**src/rtl/sht40_meas_ctrl.sv**
```systemverilog
// SHT40 measurement sequencer: launches a command/read through an external I2C
// master, captures the 6-byte answer, checks both CRC-8 words and retries.
module sht40_meas_ctrl #(
    parameter logic [6:0]  SENSOR_ADDR = 7'h44,
    parameter logic [15:0] RETRY_WAIT  = 16'd2000,
    parameter int          MAX_RETRY   = 3
) (
    input  logic        clk,
    input  logic        rst,
    input  logic        Meas_Start,
    input  logic [7:0]  Meas_Cmd,
    input  logic [2:0]  Master_State_Out,
    input  logic [3:0]  Bytes_Received,
    input  logic [7:0]  Data_Received,
    output logic        Processor_Ready,
    output logic [6:0]  Peripheral_Address,
    output logic [7:0]  Command_Data_Frames,
    output logic        i2c_writes,
    output logic [3:0]  SHT_Reads,
    output logic        CRC_Error,
    output logic        Busy,
    output logic        Done,
    output logic        Meas_Error,
    output logic [15:0] Temp_Raw,
    output logic [15:0] Rh_Raw
);
    localparam logic [2:0] MS_PROC = 3'b000;
    localparam logic [2:0] MS_END  = 3'b110;

    typedef enum logic [2:0] {
        S_IDLE, S_LAUNCH, S_RUN, S_FINISH, S_WAIT, S_DONE, S_FAIL
    } state_t;

    state_t      r_state, w_state_nxt;
    logic [7:0]  r_cmd, r_b0, r_b1, r_b3, r_b4, r_crc;
    logic [2:0]  r_byte_idx;
    logic [7:0]  r_attempt_cnt;
    logic [15:0] r_wait_cnt;
    logic [3:0]  r_br_q;
    logic        r_br_vld, r_bad, r_seen_end, r_crc_err;
    logic [15:0] r_temp, r_rh;

    logic        w_latch_cmd, w_start_attempt, w_attempt_inc, w_commit;
    logic        w_capture, w_crc_slot, w_crc_bad, w_good, w_wait_done;
    logic [7:0]  w_crc_seed, w_crc_next;

    function automatic logic [7:0] crc8_step(input logic [7:0] crc, input logic [7:0] data);
        logic [7:0] c;
        c = crc ^ data;
        for (int i = 0; i < 8; i++)
            c = c[7] ? ((c << 1) ^ 8'h31) : (c << 1);
        return c;
    endfunction

    // Any change of the master's byte counter is one new byte, including 15->0.
    assign w_capture   = (r_state == S_RUN) && r_br_vld && (Bytes_Received != r_br_q)
                         && (r_byte_idx != 3'd6);
    assign w_crc_slot  = (r_byte_idx == 3'd2) || (r_byte_idx == 3'd5);
    assign w_crc_seed  = ((r_byte_idx == 3'd0) || (r_byte_idx == 3'd3)) ? 8'hFF : r_crc;
    assign w_crc_next  = crc8_step(w_crc_seed, Data_Received);
    assign w_crc_bad   = w_capture && w_crc_slot && (Data_Received != r_crc);
    assign w_good      = (r_byte_idx == 3'd6) && !r_bad;
    assign w_wait_done = ({1'b0, r_wait_cnt} + 17'd1) >= {1'b0, RETRY_WAIT};

    always_ff @(posedge clk or posedge rst) begin
        if (rst) r_state <= S_IDLE;
        else     r_state <= w_state_nxt;
    end

    always_comb begin
        w_state_nxt     = r_state;
        w_latch_cmd     = 1'b0;
        w_start_attempt = 1'b0;
        w_attempt_inc   = 1'b0;
        w_commit        = 1'b0;
        Processor_Ready = 1'b0;
        Busy            = 1'b1;
        Done            = 1'b0;
        Meas_Error      = 1'b0;
        case (r_state)
            S_IDLE: begin
                Busy = 1'b0;
                if (Meas_Start) begin
                    w_latch_cmd     = 1'b1;
                    w_start_attempt = 1'b1;
                    w_state_nxt     = S_LAUNCH;
                end
            end
            S_LAUNCH: begin
                if (Master_State_Out == MS_PROC) Processor_Ready = 1'b1;
                else                             w_state_nxt     = S_RUN;
            end
            S_RUN: begin
                if ((Master_State_Out == MS_PROC) && r_seen_end) w_state_nxt = S_FINISH;
            end
            S_FINISH: begin
                if (w_good) begin
                    w_commit    = 1'b1;
                    w_state_nxt = S_DONE;
                end else if (r_attempt_cnt < 8'(MAX_RETRY)) begin
                    w_attempt_inc = 1'b1;
                    w_state_nxt   = S_WAIT;
                end else begin
                    w_state_nxt = S_FAIL;
                end
            end
            S_WAIT: begin
                if (w_wait_done) begin
                    w_start_attempt = 1'b1;
                    w_state_nxt     = S_LAUNCH;
                end
            end
            S_DONE: begin
                Done        = 1'b1;
                w_state_nxt = S_IDLE;
            end
            S_FAIL: begin
                Meas_Error  = 1'b1;
                w_state_nxt = S_IDLE;
            end
            default: w_state_nxt = S_IDLE;
        endcase
    end

    always_ff @(posedge clk or posedge rst) begin
        if (rst) begin
            r_cmd         <= 8'd0;
            r_b0          <= 8'd0;
            r_b1          <= 8'd0;
            r_b3          <= 8'd0;
            r_b4          <= 8'd0;
            r_crc         <= 8'd0;
            r_byte_idx    <= 3'd0;
            r_attempt_cnt <= 8'd0;
            r_wait_cnt    <= 16'd0;
            r_br_q        <= 4'd0;
            r_br_vld      <= 1'b0;
            r_bad         <= 1'b0;
            r_seen_end    <= 1'b0;
            r_crc_err     <= 1'b0;
            r_temp        <= 16'd0;
            r_rh          <= 16'd0;
        end else begin
            if (w_latch_cmd) begin
                r_cmd         <= Meas_Cmd;
                r_attempt_cnt <= 8'd0;
            end else if (w_attempt_inc) begin
                r_attempt_cnt <= r_attempt_cnt + 8'd1;
            end

            if (w_start_attempt) begin
                r_byte_idx <= 3'd0;
                r_bad      <= 1'b0;
                r_seen_end <= 1'b0;
            end else begin
                if ((r_state == S_RUN) && (Master_State_Out == MS_END)) r_seen_end <= 1'b1;
                if (w_capture) begin
                    r_byte_idx <= r_byte_idx + 3'd1;
                    case (r_byte_idx)
                        3'd0:    r_b0 <= Data_Received;
                        3'd1:    r_b1 <= Data_Received;
                        3'd3:    r_b3 <= Data_Received;
                        3'd4:    r_b4 <= Data_Received;
                        default: ;
                    endcase
                    if (!w_crc_slot) r_crc <= w_crc_next;
                    if (w_crc_bad)   r_bad <= 1'b1;
                end
            end

            r_crc_err  <= w_crc_bad;
            r_wait_cnt <= ((r_state == S_WAIT) && !w_wait_done) ? r_wait_cnt + 16'd1 : 16'd0;
            // Tracking starts on the first clock after reset so no stale difference is seen.
            r_br_q     <= Bytes_Received;
            r_br_vld   <= 1'b1;

            if (w_commit) begin
                r_temp <= {r_b0, r_b1};
                r_rh   <= {r_b3, r_b4};
            end
        end
    end

    assign Peripheral_Address  = SENSOR_ADDR;
    assign Command_Data_Frames = r_cmd;
    assign i2c_writes          = 1'b1;
    assign SHT_Reads           = 4'd5;
    assign CRC_Error           = r_crc_err;
    assign Temp_Raw            = r_temp;
    assign Rh_Raw              = r_rh;
endmodule

```
**config.mk**
```make
export PLATFORM = sky130hd
export DESIGN_NAME = sht40_meas_ctrl
export DESIGN_NICKNAME = d
export VERILOG_FILES = /design/src/rtl/sht40_meas_ctrl.sv
export SDC_FILE = /design/constraint.sdc
export NUM_CORES = 1
export LEC_CHECK = 0
export ABC_AREA = 1
export BUFFER_PORTS_ARGS = -buffer_cell sky130_fd_sc_hd__buf_2
export CAP_MARGIN = 20
export CORE_ASPECT_RATIO = 1.25
export CORE_MARGIN = 1.5
export CORE_UTILIZATION = 40
export CTS_CLUSTER_DIAMETER = 120
export DETAILED_ROUTE_END_ITERATION = 6
export PLACE_DENSITY = 0.7
export SYNTH_ARGS = -nofsm -noshare
export SYNTH_HDL_FRONTEND = slang
export SYNTH_SLANG_ARGS = --single-unit
```
**constraint.sdc**
```tcl
create_clock -name clk -period 3.2 [get_ports clk]
set_input_delay 0.16 -clock clk [delete_from_list [all_inputs] [get_ports clk]]
set_output_delay 0.16 -clock clk [all_outputs]
set_load 0.05 [all_outputs]
```
==> results of run 1 <==
[worst max path at each step]
stage,from,to,slack [ps],depth (start not counted)
after floorplan,r_state[1],r_state[1],990,7
after global placement,r_byte_idx[0],Temp_Raw[15],920,8
after detailed placement,r_byte_idx[0],Rh_Raw[11],930,8
after CTS,r_byte_idx[0],Rh_Raw[10],920,8
after global routing,r_byte_idx[0],r_b0[2],720,8
final,r_byte_idx[0],Rh_Raw[10],930,8
[through the flow]
stage          worst slack [ps]  utilization (%)  total power [mW]  area (µm²)
3_3_place_gp                919             44.8              3.94        5920
3_5_place_dp                934             44.8              3.99        5920
5_1_grt                     715             50.4              6.33        6670
2_1_floorplan               985                -              3.58        5480
6_report                    930             50.4              5.95        6670
4_1_cts                     919             50.4              5.99        6670
[final cells by class]
class	instances	share of cell area (%)
flip-flops and latches	118	44.3
inverters	75	4.28
multi-input cells	399	31.4
well taps	171	3.21
repair buffers	85	7.62
clock inverters	9	2.27
clock buffers	21	6.91
[flip-flops by register name (all words and copies together) (netlist names)]
register and flops:
Rh_Raw 16, Temp_Raw 16, r_wait_cnt 16, Command_Data_Frames 8, r_attempt_cnt 8, r_b0 8
r_b1 8, r_b3 8, r_b4 8, r_crc 8, r_br_q 4, r_byte_idx 3
r_state 3, CRC_Error 1, r_bad 1, r_br_vld 1, r_seen_end 1
[per-layer routing]
layer | vias up | wire length [µm]
li1 | 2074 | -
met1 | 1908 | 4790
met5 | - | 0
met4 | 0 | 242
met3 | 19 | 377
met2 | 69 | 5690
[cell usage in the layout (no fill, tap or decap), drive strengths merged, types with 2 or more instances in the layout]
cell	count
xnor2	9
dlygate4sd3	13
inv	74
clkinvlp	2
ha	8
conb	18
nand4	10
nand2	159
nand3	30
clkbuf	21
or2	2
xor2	9
buf	72
nor2	42
mux2	24
bufinv	4
dfrtp	118
o21bai	2
nor3	8
nand3b	2
clkinv	4
a21oi	9
o21ai	62
[worst reg2reg max path: stages, from the launching register on]
cell and delay [ps]:
dfrtp_1 410, inv_1 120, ha_1 180, nand2_1 80
nor2_1 170, nand2_1 560, buf_4 470, nand2_1 90
o21ai_0 70
[where the power goes]
group / leakage (nW) / switching, mW / internal (mW)
Combinational: 1.64 / 1.35 / 0.624
Clock: 0.299 / 0.633 / 1.33
Sequential: 1.53 / 0.175 / 1.84
Total: 3.46 / 2.16 / 3.79
[kinds of logic (layout without fill, tap and decap cells)]
group,count (synthesis),in the layout
xor+xnor,18,18
buf+inv,99,190
fa+ha+maj,8,8
other cells,2,18
simple gates,254,254
compound gates,76,76
mux,25,25
flops,118,118
==> impl_metrics.toml, run 1 <==
[yosys]
synth_compound_area_share_pct = 7.72
synth_flop_cell = "dfrtp_1"
synth-adder-area-share_pct = 1.85
avgSynthCellArea_um2 = 9.03
synth_edf_count = 0
synthTopCellsByCount = "152 x nand2_1, 118 x dfrtp_1, 73 x inv_1"
synth_cell_types = 35
synth-seq-cells = 118
synth_top_cell_area_share_pct = 54.5
synth-simple-area-share_pct = 19.8
async_reset_ff_share_pct = 100
yosysWarningCount = 0
seq_area_frac_synth_pct = 54.5
synth_top_area_cell = "dfrtp_1"
syn_area_um2 = 5420
synth_top_family_by_area = "simple AND/OR/NAND/NOR gates"
synthMuxAreaShare_pct = 5.17
yosys-top-cells-area = "dfrtp_1 55%, nand2_1 11%, o21ai_0 5.3%"
syn_inst = 600
synth_xor_area_share_pct = 2.91
yosysMostFrequentCell = "nand2_1"

[worst_setup_path]
worstReg2RegStart = "r_byte_idx[0]"
critPathLaunchType = "register"
end_kind = "register"
worst-r2r-setup-slack_ps = 930
path_class = "reg -> reg"
slowest_stage = "nand2_1"
cp.buffers_inverters = 2
r2r_end = "Rh_Raw[10]"
worst-r2r-cell-count = 8
crit_required_ps = 3480
max_stage_delay_ps = 560
path_cells = "inv_1 -> ha_1 -> nand2_1 -> nor2_1 -> nand2_1 -> buf_4 -> nand2_1 -> o21ai_0"
crit_family = "simple AND/OR/NAND/NOR gates"
cp_common_cell = "nand2_1"
path_max_fanout = 32
arrival_ps = 2550

[timing]
rsz0062_at_grt = "false"
final_max_slew_viol_count = 0
fin_setup_tns_ps = 0
tightest_slew_ps = 932
slew_headroom_pct = 37.6
fin_skew_ps = 6.52
period_needed_ps = 2270
fin_crit_sh_pct = 70.9
fmax_mhz = 440
finalSetupViolCount = 0
holdWs_ps = 30.0
hold_viol = 0

[clock_network]
clkLatencyLatePin_ps = 410
cts_buffers = 17
postCtsHoldBufs = 13
cts.sinks = 118
cts_tree = "done"
h-tree-depth = 4
cts-root-buf = "clkbuf_16"
post_cts_resized = 0
cts_buffer_depth = 2
cts_setup_buffers = 0
clk_pin_slew_worst_paths_ps = 50

[global_routing]
grt_util_met3_pct = 4.94
grt_busiest_layer = "met2"
grt.met2_usage_pct = 28.2
grt_pass1_wl_um = 18600
antenna_found_initial = 0
grt_overflow_total = 0
grt_use_met1_pct = 19.7
grt_pass1_vias = 3973
track_usage_pct = 16.7
grt_start_max_net_pins = 102

[detailed_routing]
vias = 4070
drtIter0Drc = 208
viasPerCell = 4.64
routed_wl_um = 11100
drc = 0
dr.pass1.iters = 4
wire_per_inst_um = 12.6
drtAntennaViolNets = 0

[hold_path]
hold_path_depth = 3
hold_path_end = "r_b3[2]"
hp-start = "Data_Received[2]"
hold_path.class = "in -> reg"

[power]
powerDensity_nw_per_um2 = 892
power.leakage_nw = 3.46
peakVddDrop_v = 0.000420

[placed_design]
port-buffer-count = 70
gp_congestion = 0.897
dp.cells = 835
hpwlAfterDp_um = 7730

[floorplan]
fp.dieH_um = 133
die_width_um = 107
row_count = 47
core_um2 = 13200
initial_core_util_pct = 40.9
die-area_um2 = 14300
num_io_pins = 83

[cells_and_area]
multi_input_area_um2 = 2090
fillers = 1225
drive_gt1_share_pct = 20.2
layout.cells.non_filler = 878
diodes = 0
syn_to_final_growth_pct = 23.1
nets = 730
seq_area_um2 = 2950

[outcome]
outcome = "completed"

[flow_run]
max-cap-violations = 0
Note: power is estimated with default switching activity, not from simulation.
==> run 2, diff against run 1 <==
--- a/config.mk
+++ b/config.mk
@@ -13,7 +13,7 @@
 export CORE_UTILIZATION = 40
 export CTS_CLUSTER_DIAMETER = 120
 export DETAILED_ROUTE_END_ITERATION = 6
-export PLACE_DENSITY = 0.7
+export PLACE_DENSITY = 0.68
 export SYNTH_ARGS = -nofsm -noshare
 export SYNTH_HDL_FRONTEND = slang
 export SYNTH_SLANG_ARGS = --single-unit
==> constraint.sdc (replaced) <==
create_clock -name clk -period 2.1 [get_ports clk]
set_input_delay 0.105 -clock clk [delete_from_list [all_inputs] [get_ports clk]]
set_output_delay 0.105 -clock clk [all_outputs]
set_load 0.05 [all_outputs]
==> run 2 against run 1 <==
Clock power rose by 50%; cell count rose by 3.4%; flip-flop and latch count did not move; sequential share of layout area fell by 2.7 points.
==> impl_metrics.toml, run 2 (same netlist as run 1, synthesis figures left out) <==
[outcome]
outcome = "completed"

[power]
peakVddDrop_v = 0.000689
power.leakage_nw = 3.62
powerDensity_nw_per_um2 = 1390
power_mw = 9.91

[worst_setup_path]
crit_required_ps = 2400
worstReg2RegStart = "r_byte_idx[1]"
path_max_fanout = 6
path_class = "reg -> reg"
crit_family = "simple AND/OR/NAND/NOR gates"
end_kind = "register"
slowest_stage = "dfrtp_1"
max_stage_delay_ps = 410
cp.buffers_inverters = 1
critPathLaunchType = "register"
arrival_ps = 2330
path_cells = "ha_2 -> ha_4 -> a21oi_4 -> nand2_2 -> o21ai_4 -> inv_2 -> nand2_2 -> nand3_4 -> nand2_4 -> nand2_4 -> nand2_4 -> nand2_2 -> nand3_2 -> nand2_1"
critPathLaunch = "r_byte_idx[1]"

[floorplan]
initial_core_util_pct = 40.9
die_width_um = 107
die-area_um2 = 14300
fp.dieH_um = 133
row_count = 47
num_io_pins = 83
core_um2 = 13200

[global_routing]
antenna_found_initial = 0
grt_start_max_net_pins = 81
grt_overflow_total = 0
track_usage_pct = 18.2
grt_pass1_wl_um = 20300
grt_pass1_vias = 4347

[cells_and_area]
final_common_cell = "nand2_1"
final_cell_mix = "134 x nand2_1, 116 x dfrtp_1, 70 x buf_2"
layout.cells.non_filler = 908
syn_to_final_growth_pct = 31.3
post-route-cell-area_um2 = 7110
drive_gt1_share_pct = 28.5
nets = 758
diodes = 0

[clock_network]
cts_tree = "done"
clk_pin_slew_worst_paths_ps = 60
cts_buffers = 17
clkLatencyLatePin_ps = 410
cts_buffer_depth = 2
cts-root-buf = "clkbuf_16"
cts.sinks = 118
h-tree-depth = 4

[timing]
fin_skew_ps = 7.48
fmax_mhz = 493
hold_viol = 0
finalSetupViolCount = 0
period_needed_ps = 2030
fin_setup_tns_ps = 0
final_max_slew_viol_count = 0
fin_crit_sh_pct = 96.7

[flow_run]
max-cap-violations = 0

[detailed_routing]
drtAntennaViolNets = 0
viasPerCell = 4.78
drtIter0Drc = 154
vias = 4342
dr.pass1.iters = 4
wire_per_inst_um = 13.7
routed_wl_um = 12400
drc = 0

[hold_path]
hp-start = "Data_Received[1]"
hold_path.class = "in -> reg"

[placed_design]
port-buffer-count = 70
dp.cells = 848
hpwlAfterDp_um = 8420
placed_area_um2 = 6050
gp_congestion = 0.879
## run 2: cell count changes in the layout (fill, tap and decap cells not counted), moves of 4 or more
cell           delta
buf_4            +19
dlygate4sd3_1     +5
ha_1              -4
inv_1             -5
inv_2             +5
nand2_1          -18
nand2_2          +13
nand2_4           +5
nand3_1           -5
## run 2: layout make-up
class                      instances  area [µm²]
tap                              171         214
clock buffer                      22         494
inverter                          75         285
fill                            1189        6120
multi-input combinational        399        2280
sequential                       118        2960
timing repair buffer             113         763
clock inverter                    10         119
## run 2: worst paths after layout
path | endpoint | slack [ps] | cells past startpoint
max | r_crc[5] | 70 | 14
min | r_b3[1] | 30 | 3
max reg2reg | r_crc[5] | 70 | 14
min reg2reg | r_attempt_cnt[3] | 470 | 2
max in group asynchronous | r_b4[7] | 1340 | 4
min in group asynchronous | r_wait_cnt[0] | 320 | 4
## run 2: worst min-delay path: stages
cell     delay (ps)
buf_2           170
nand2_1          70
o21ai_0          60
## run 2: power by group
part	leakage, nW	internal, mW	total [mW]	switching, mW
clock network	0.295	1.91	2.94	1.03
logic	1.81	1.41	3.91	2.50
registers	1.52	2.80	3.06	0.265
total	3.62	6.11	9.91	3.80
## run 2: layer usage
layer  part of all wire, %  routed length, µm  vias to the layer above  global-route usage (%)
met3                   4.2                520                       16                    4.70
met1                    42               5190                     2106                    22.0
met5                     0                  0                        -                       0
met4                   1.5                188                        0                    6.30
met2                    52               6500                       95                    31.2
li1                      -                  -                     2125                       -
## run 2: what timing repair did
action,in CTS,in global routing
hold buffers,18,0
setup endpoints to repair,0,23
buffers inserted,0,10
endpoints found under the hold margin,137,0
gates resized for setup,0,55
## run 2: through the flow
stage / worst slack, ps / utilization, % / hold WS [ps]
4_1_cts: 33.5 / 51.7 / 21.2
5_1_grt: -35.3 / 53.7 / 25.7
6_report: 70.3 / 53.7 / 32.8
2_1_floorplan: 231 / - / 136
3_3_place_gp: 88.8 / 45.7 / 206
3_5_place_dp: 49.1 / 45.7 / 218
